--- src/rtl/branch_resolve_if.sv ---
// Handshake bundle between the IF target generator / EX branch unit and branch_resolve.
// The DATA_SIZE macro sets the PC width and defaults to 32.
`ifndef DATA_SIZE
`define DATA_SIZE 32
`endif

interface branch_resolve_if #(
  parameter int DEPTH = 4,
  parameter int AW    = 2
);
  logic                  push;
  logic                  push_taken;
  logic [`DATA_SIZE-1:0] push_target;
  logic [`DATA_SIZE-1:0] push_fallthru;
  logic                  resolve_valid;
  logic                  resolve_taken;
  logic [`DATA_SIZE-1:0] resolve_target;
  logic                  Istall;
  logic                  Dstall;
  logic                  wfi_stall;
  logic                  flush;
  logic [`DATA_SIZE-1:0] redirect_pc;
  logic [AW:0]           count;
  logic                  full;
  logic                  empty;
  logic                  overflow;
  logic                  underflow;
  logic [15:0]           mispredict_cnt;
  logic [15:0]           resolve_cnt;

  modport master (
    output push, push_taken, push_target, push_fallthru,
    output resolve_valid, resolve_taken, resolve_target,
    output Istall, Dstall, wfi_stall,
    input  flush, redirect_pc, count, full, empty,
    input  overflow, underflow, mispredict_cnt, resolve_cnt
  );

  modport slave (
    input  push, push_taken, push_target, push_fallthru,
    input  resolve_valid, resolve_taken, resolve_target,
    input  Istall, Dstall, wfi_stall,
    output flush, redirect_pc, count, full, empty,
    output overflow, underflow, mispredict_cnt, resolve_cnt
  );
endinterface

--- src/rtl/branch_resolve.sv ---
// Branch-target queue back end: buffers predictions, resolves the oldest entry, flushes on mispredict.
// Define BRANCH_STAT_EN to implement the mispredict/resolve statistics counters.
`ifndef DATA_SIZE
`define DATA_SIZE 32
`endif

// state | meaning
// IDLE  | accept pushes and resolves
// FLUSH | flush pulse asserted, pipeline loads redirect_pc
// DRAIN | swallow the in-flight wrong-path fetch
module branch_resolve #(
  parameter int DEPTH = 4,
  parameter int AW    = 2
) (
  input logic             clk,
  input logic             rst,
  branch_resolve_if.slave bus
);
  localparam int DW = `DATA_SIZE;

  typedef enum logic [1:0] {IDLE, FLUSH, DRAIN} state_t;

  state_t          state;
  logic            q_taken    [DEPTH];
  logic [DW-1:0]   q_target   [DEPTH];
  logic [DW-1:0]   q_fallthru [DEPTH];
  logic [AW-1:0]   wr_ptr;
  logic [AW-1:0]   rd_ptr;
  logic [AW:0]     count_q;
  logic [AW:0]     count_nxt;
  logic            full_q;
  logic            empty_q;
  logic            flush_q;
  logic [DW-1:0]   redirect_q;
  logic            ovf_q;
  logic            unf_q;
  logic            stall;
  logic            head_taken;
  logic [DW-1:0]   head_target;
  logic [DW-1:0]   head_fallthru;
  logic            mispredict;
  logic            do_pop;
  logic            do_push;
  logic            kill;

  always_comb begin
    stall         = bus.Istall | bus.Dstall | bus.wfi_stall;
    head_taken    = q_taken[rd_ptr];
    head_target   = q_target[rd_ptr];
    head_fallthru = q_fallthru[rd_ptr];
    mispredict    = (head_taken != bus.resolve_taken) ||
                    (head_taken && bus.resolve_taken && (head_target != bus.resolve_target));
    do_pop        = !stall && (state == IDLE) && bus.resolve_valid && !empty_q;
    kill          = do_pop && mispredict;
    // a pop in the same cycle frees the slot, so a full queue can still accept
    do_push       = !stall && (state == IDLE) && bus.push && !kill && (!full_q || do_pop);
    count_nxt     = count_q;
    if (kill) begin
      count_nxt = '0;
    end else begin
      case ({do_push, do_pop})
        2'b10:   count_nxt = count_q + 1'b1;
        2'b01:   count_nxt = count_q - 1'b1;
        default: count_nxt = count_q;
      endcase
    end
  end

  always_ff @(posedge clk) begin
    if (do_push) begin
      q_taken[wr_ptr]    <= bus.push_taken;
      q_target[wr_ptr]   <= bus.push_target;
      q_fallthru[wr_ptr] <= bus.push_fallthru;
    end
  end

  always_ff @(posedge clk or negedge rst) begin
    if (!rst) begin
      state      <= IDLE;
      wr_ptr     <= '0;
      rd_ptr     <= '0;
      count_q    <= '0;
      full_q     <= 1'b0;
      empty_q    <= 1'b1;
      flush_q    <= 1'b0;
      redirect_q <= '0;
      ovf_q      <= 1'b0;
      unf_q      <= 1'b0;
    end else if (!stall) begin
      count_q <= count_nxt;
      full_q  <= (count_nxt == (AW+1)'(DEPTH));
      empty_q <= (count_nxt == '0);
      case (state)
        IDLE: begin
          if (bus.resolve_valid && empty_q)
            unf_q <= 1'b1;
          if (bus.push && full_q && !do_pop)
            ovf_q <= 1'b1;
          if (kill) begin
            state      <= FLUSH;
            flush_q    <= 1'b1;
            redirect_q <= bus.resolve_taken ? bus.resolve_target : head_fallthru;
            wr_ptr     <= '0;
            rd_ptr     <= '0;
          end else begin
            if (do_push) wr_ptr <= wr_ptr + 1'b1;
            if (do_pop)  rd_ptr <= rd_ptr + 1'b1;
          end
        end
        FLUSH: begin
          flush_q <= 1'b0;
          state   <= DRAIN;
        end
        DRAIN:   state <= IDLE;
        default: state <= IDLE;
      endcase
    end
  end

  assign bus.flush       = flush_q;
  assign bus.redirect_pc = redirect_q;
  assign bus.count       = count_q;
  assign bus.full        = full_q;
  assign bus.empty       = empty_q;
  assign bus.overflow    = ovf_q;
  assign bus.underflow   = unf_q;

`ifdef BRANCH_STAT_EN
  logic [15:0] mis_cnt_q;
  logic [15:0] res_cnt_q;

  always_ff @(posedge clk or negedge rst) begin
    if (!rst) begin
      mis_cnt_q <= '0;
      res_cnt_q <= '0;
    end else begin
      if (do_pop && (res_cnt_q != 16'hFFFF)) res_cnt_q <= res_cnt_q + 1'b1;
      if (kill && (mis_cnt_q != 16'hFFFF))   mis_cnt_q <= mis_cnt_q + 1'b1;
    end
  end

  assign bus.mispredict_cnt = mis_cnt_q;
  assign bus.resolve_cnt    = res_cnt_q;
`else
  assign bus.mispredict_cnt = 16'd0;
  assign bus.resolve_cnt    = 16'd0;
`endif
endmodule
--- src/flat_wrapper.sv ---
// flat-port wrapper written by rule: the top's interface ports become plain ports
module branch_resolve_flat 
#(
  parameter int DEPTH = 4,
  parameter int AW    = 2
)
  (clk, rst, bus_push, bus_push_taken, bus_push_target, bus_push_fallthru, bus_resolve_valid, bus_resolve_taken, bus_resolve_target, bus_Istall, bus_Dstall, bus_wfi_stall, bus_flush, bus_redirect_pc, bus_count, bus_full, bus_empty, bus_overflow, bus_underflow, bus_mispredict_cnt, bus_resolve_cnt);
  branch_resolve_if #(.DEPTH(DEPTH), .AW(AW)) bus_i ();
  input logic clk;
  input logic rst;
  input wire logic [$bits(bus_i.push)-1:0] bus_push;
  input wire logic [$bits(bus_i.push_taken)-1:0] bus_push_taken;
  input wire logic [$bits(bus_i.push_target)-1:0] bus_push_target;
  input wire logic [$bits(bus_i.push_fallthru)-1:0] bus_push_fallthru;
  input wire logic [$bits(bus_i.resolve_valid)-1:0] bus_resolve_valid;
  input wire logic [$bits(bus_i.resolve_taken)-1:0] bus_resolve_taken;
  input wire logic [$bits(bus_i.resolve_target)-1:0] bus_resolve_target;
  input wire logic [$bits(bus_i.Istall)-1:0] bus_Istall;
  input wire logic [$bits(bus_i.Dstall)-1:0] bus_Dstall;
  input wire logic [$bits(bus_i.wfi_stall)-1:0] bus_wfi_stall;
  output wire logic [$bits(bus_i.flush)-1:0] bus_flush;
  output wire logic [$bits(bus_i.redirect_pc)-1:0] bus_redirect_pc;
  output wire logic [$bits(bus_i.count)-1:0] bus_count;
  output wire logic [$bits(bus_i.full)-1:0] bus_full;
  output wire logic [$bits(bus_i.empty)-1:0] bus_empty;
  output wire logic [$bits(bus_i.overflow)-1:0] bus_overflow;
  output wire logic [$bits(bus_i.underflow)-1:0] bus_underflow;
  output wire logic [$bits(bus_i.mispredict_cnt)-1:0] bus_mispredict_cnt;
  output wire logic [$bits(bus_i.resolve_cnt)-1:0] bus_resolve_cnt;
  assign bus_i.push = bus_push;
  assign bus_i.push_taken = bus_push_taken;
  assign bus_i.push_target = bus_push_target;
  assign bus_i.push_fallthru = bus_push_fallthru;
  assign bus_i.resolve_valid = bus_resolve_valid;
  assign bus_i.resolve_taken = bus_resolve_taken;
  assign bus_i.resolve_target = bus_resolve_target;
  assign bus_i.Istall = bus_Istall;
  assign bus_i.Dstall = bus_Dstall;
  assign bus_i.wfi_stall = bus_wfi_stall;
  assign bus_flush = bus_i.flush;
  assign bus_redirect_pc = bus_i.redirect_pc;
  assign bus_count = bus_i.count;
  assign bus_full = bus_i.full;
  assign bus_empty = bus_i.empty;
  assign bus_overflow = bus_i.overflow;
  assign bus_underflow = bus_i.underflow;
  assign bus_mispredict_cnt = bus_i.mispredict_cnt;
  assign bus_resolve_cnt = bus_i.resolve_cnt;
  branch_resolve #(.DEPTH(DEPTH), .AW(AW)) u_core (.clk(clk), .rst(rst), .bus(bus_i));
endmodule
--- config.mk ---
export PLATFORM = sky130hd
export DESIGN_NAME = branch_resolve_flat
export DESIGN_NICKNAME = d
export VERILOG_FILES = /design/src/rtl/branch_resolve_if.sv /design/src/rtl/branch_resolve.sv /design/src/flat_wrapper.sv
export SDC_FILE = /design/constraint.sdc
export NUM_CORES = 1
export LEC_CHECK = 0
export ABC_CLOCK_PERIOD_IN_PS = 7800
export CORE_MARGIN = 2
export CORE_UTILIZATION = 30
export DETAILED_ROUTE_END_ITERATION = 8
export GPL_TIMING_DRIVEN = 0
export PLACE_DENSITY = 0.59
export SYNTH_ARGS = -nofsm -noshare
export SYNTH_HDL_FRONTEND = slang
export SYNTH_SLANG_ARGS = --single-unit
--- constraint.sdc ---
create_clock -name clk -period 7.8 [get_ports clk]
set_input_delay 1.95 -clock clk [delete_from_list [all_inputs] [get_ports clk]]
set_output_delay 1.95 -clock clk [all_outputs]
set_load 0.01 [all_outputs]
==> summary.md <==
| Metric | Value |
|---|---|
| Post-layout min period | `5670 ps` |
| Largest net degree at the start of global routing | `47` |
| Async S/R FF share, synth | `between 15 and 20%` |
| Max Clk Rate | `between 0.15 and 0.2 GHz` |
| Reg-to-reg setup timing slack | `about 2400 ps` |
| Final nets | `about 970` |
| Max clock buf depth | `3` |
| Netlist cell types | `44` |
| Final setup margin | `between 2000 and 2500 ps` |
| Mean post-synth cell area | `between 20 and 25 um^2` |
| Slew HR | `roughly 22%` |
| Final Slew Violations | `0` |
| Hold_ws | `between 400 and 500 ps` |
| CP max FO | `10` |
| Number of synthesized flops with an enable pin | `260` |
| Io pins | `177` |
| Post-Syn Instances | `between 600 and 700` |
| Pre-CTS setup slack | `about 1500 ps` |
| Status | `finished, final reports clean` |
| Dpl hpwl | `between 20000 and 25000 um` |
| Initial detailed-routing violation count | `276` |
| Grt total ovfl | `0` |
| TritonCTS Sinks | `slightly above 300` |
| Xor/xnor share of the synthesized area | `approximately 2.4%` |
| Setup crit end kind | `flip-flop` |
| # setup viols final | `0` |
| Critical path class | `in -> reg` |
| CTS root buffer | `clkbuf_16` |
| PostCTS Resize Cnt | `0` |
| Post-CTS Setup Bufs | `0` |
| Setup crit end | `u_core.bus.full` |
| R2r endpoint | `u_core.bus.full` |
| Area leader, netlist | `edfxtp_1` |
| Leak | `between 5 and 6 nW` |
| Vias in the first global route | `around 6700` |
| Worst hold path cell count | `1` |
| Area contributors post-synth | `edfxtp_1, mux4_2, dfrtp_1` |
| Post-Syn Area | `12500 um^2` |
| Row cnt | `74` |
| Largest family of logic cells by synthesized area | `multiplexers` |
| FF-to-FF Start | `u_core.rd_ptr[0]` |
| Antenna violations before repair | `2` |
| Adder-cell area share of the yosys netlist | `less than 1%` |
| Synth top cells by count | `edfxtp_1, mux4_2, dfrtp_1` |
| Tcrit/Tclk final | `between 70% and 80%` |
| Reg clk slew, reported paths | `approximately 60 ps` |
| CTS tree | `yes` |
| Simple-gate share of the synthesized area | `2.27%` |
| Maxcap violations | `0` |
| Busiest grt layer | `met2` |
| Complex-gate fraction of the synthesized area | `under 10%` |
| Final wirelength | `between 30000 and 40000 um` |
| Core Box Area | `~40000 um^2` |
| Skew final | `between 15 and 20 ps` |
| Synthesized flop and latch total | `between 300 and 400` |
| Reg2Reg Depth | `16` |
| Wirelength per Cell | `around 22 um` |
| Type of origin of the critical path | `input pin` |
| Crit path from | `bus_Dstall` |
| RSZ-0062 raised after global routing | `no` |
| Post-CTS Hold Buffers | `0` |
| Pwr/cell area | `285 nW/um^2` |
| Port bufs | `~140` |
| Top FF cell, synth | `edfxtp_1` |
| Most common cell in the netlist | `edfxtp_1` |
| Measured slew at the worst slew-check pin | `1150 ps` |
| Gr usage total | `about 14%` |
| Post-synth top area share | `between 60 and 70%` |
| Die Span Y | `roughly 210 um` |
| WP data required | `between 8000 and 9000 ps` |
| First-pass GRT wire length | `around 45000 um` |
| Worst-Skew Late Latency | `~540 ps` |
| Final Hold Fails | `0` |
| Die width | `around 210 um` |
| Seq/Total Area, Yosys | `approximately 72%` |
| Ys Warns | `0` |
| Multiplexer area fraction after synthesis | `18.3%` |
| Grt met1 use | `between 10% and 20%` |
| Vias/cell | `between 4 and 5` |
| GR Util met3 | `under 10%` |
| Maximum vdd drop | `157 uV` |
| Post-route DRC | `0` |
| Die footprint | `43400 um^2` |
| Fillers | `3742` |
| Layout cell share with drive strength beyond 1 | `a little under a third` |
| RePlAce Congestion | `~0.7` |
| DR vias | `roughly 6400` |
| Min-Delay Path Class | `reg -> reg` |
| Initial Util | `30.5%` |
| Global-route met2 utilization | `23.5%` |
| Layout Area Growth over Synthesis | `29.5%` |
| Routed Antenna Nets | `0` |
| 1st-pass router iterations | `4` |
| H-tree levels | `2` |
| CP arrival | `between 6000 and 7000 ps` |
| Clock buffer count from CTS | `35` |
==> cells in the final DEF, fill, tap and decap left out, drive strengths merged, types with 3 or more instances in the layout <==
cell type      count
edfxtp           260
clkdlybuf4s50    143
buf               82
mux4              65
mux2              64
clkbuf            61
dfrtp             45
xnor2             35
conb              32
nand2             10
nor2               9
nand4              8
inv                7
clkinv             7
ha                 6
a21oi              5
nor3b              5
o21ai              4
nand3              3
nor4               3
==> kinds of logic after synthesis <==
logic type               Yosys count
AO/OA/AOI/OAI                     21
XOR/XNOR                          35
adder cells (fa/ha/maj)            7
buffers and inverters             64
flip-flops                       306
multiplexers                     130
other                              1
AND/OR/NAND/NOR                   48
==> layer usage <==
metal	part of all wire (%)	vias to the layer above	routed length, um
met5	0.092	-	28
met4	1.8	4	544
met3	5.2	43	1590
met2	48	181	14700
met1	45	3299	13700
li1	-	2874	-
==> how the worst min path moves through the flow <==
| stage | start | to | slack, ps |
|---|---|---|---|
| floorplan | u_core.state[0] | u_core.state[0] | 500 |
| global placement | u_core.bus.underflow | u_core.bus.underflow | 460 |
| detailed placement | u_core.bus.overflow | u_core.bus.overflow | 460 |
| CTS | u_core.bus.overflow | u_core.bus.overflow | 470 |
| global route | u_core.bus.overflow | u_core.bus.overflow | 490 |
| finish | u_core.bus.overflow | u_core.bus.overflow | 470 |
==> cell type report <==
cell class | instances | area, um^2 | share of cell area (%)
timing repair buffer | 175 | 1800 | 11.1
sequential | 306 | 8960 | 55.3
inverter | 5 | 18.8 | 0.116
antenna | 1 | 2.50 | 0.0154
buffer | 59 | 399 | 2.46
clock inverter | 10 | 98.8 | 0.610
multi-input combinational | 273 | 3280 | 20.2
clock buffer | 52 | 991 | 6.11
tap | 532 | 666 | 4.11
==> per-stage QoR <==
stage / instance area [um^2] / util [%] / std cells / TNS, ps / power, mW
6_report: 16200 / 39.5 / 1413 / 0 / 4.62
5_1_grt: 16200 / 39.5 / 1412 / 0 / 4.83
4_1_cts: 16200 / 39.5 / 1412 / 0 / 4.71
3_5_place_dp: 15100 / 36.9 / 1350 / 0 / 3.12
3_3_place_gp: 14700 / 36.0 / 1319 / -1722250 / 3.10
2_1_floorplan: 12600 / - / 643 / -241540 / 2.67
==> worst max-delay path, stage by stage <==
cell	delay, ps
clkdlybuf4s50_1	390
or3_1	360
clkbuf_1	170
or4_1	480
clkbuf_1	230
a311oi_4	770
buf_6	300
or2_1	130
ha_1	200
fa_1	470
nor2_1	120
a21oi_1	70
or2_2	290
o31ai_1	180
==> sequential cells by signal, indices dropped and copies added (netlist names) <==
register / flops
u_core.bus.redirect_pc: 32
u_core.bus.empty: 1
u_core.wr_ptr: 2
u_core.bus.underflow: 1
u_core.q_taken: 4
u_core.bus.count: 3
u_core.bus.flush: 1
u_core.bus.full: 1
u_core.bus.overflow: 1
u_core.q_fallthru: 128
u_core.rd_ptr: 2
u_core.state: 2
u_core.q_target: 128
==> power by group <==
group / internal (mW) / switching (mW) / leakage (nW)
Clock: 0.919 / 0.640 / 0.533
Combinational: 0.629 / 0.448 / 2.12
Sequential: 1.91 / 0.0697 / 2.91
Total: 3.46 / 1.16 / 5.56
Note: power is estimated with default switching activity, not from simulation.
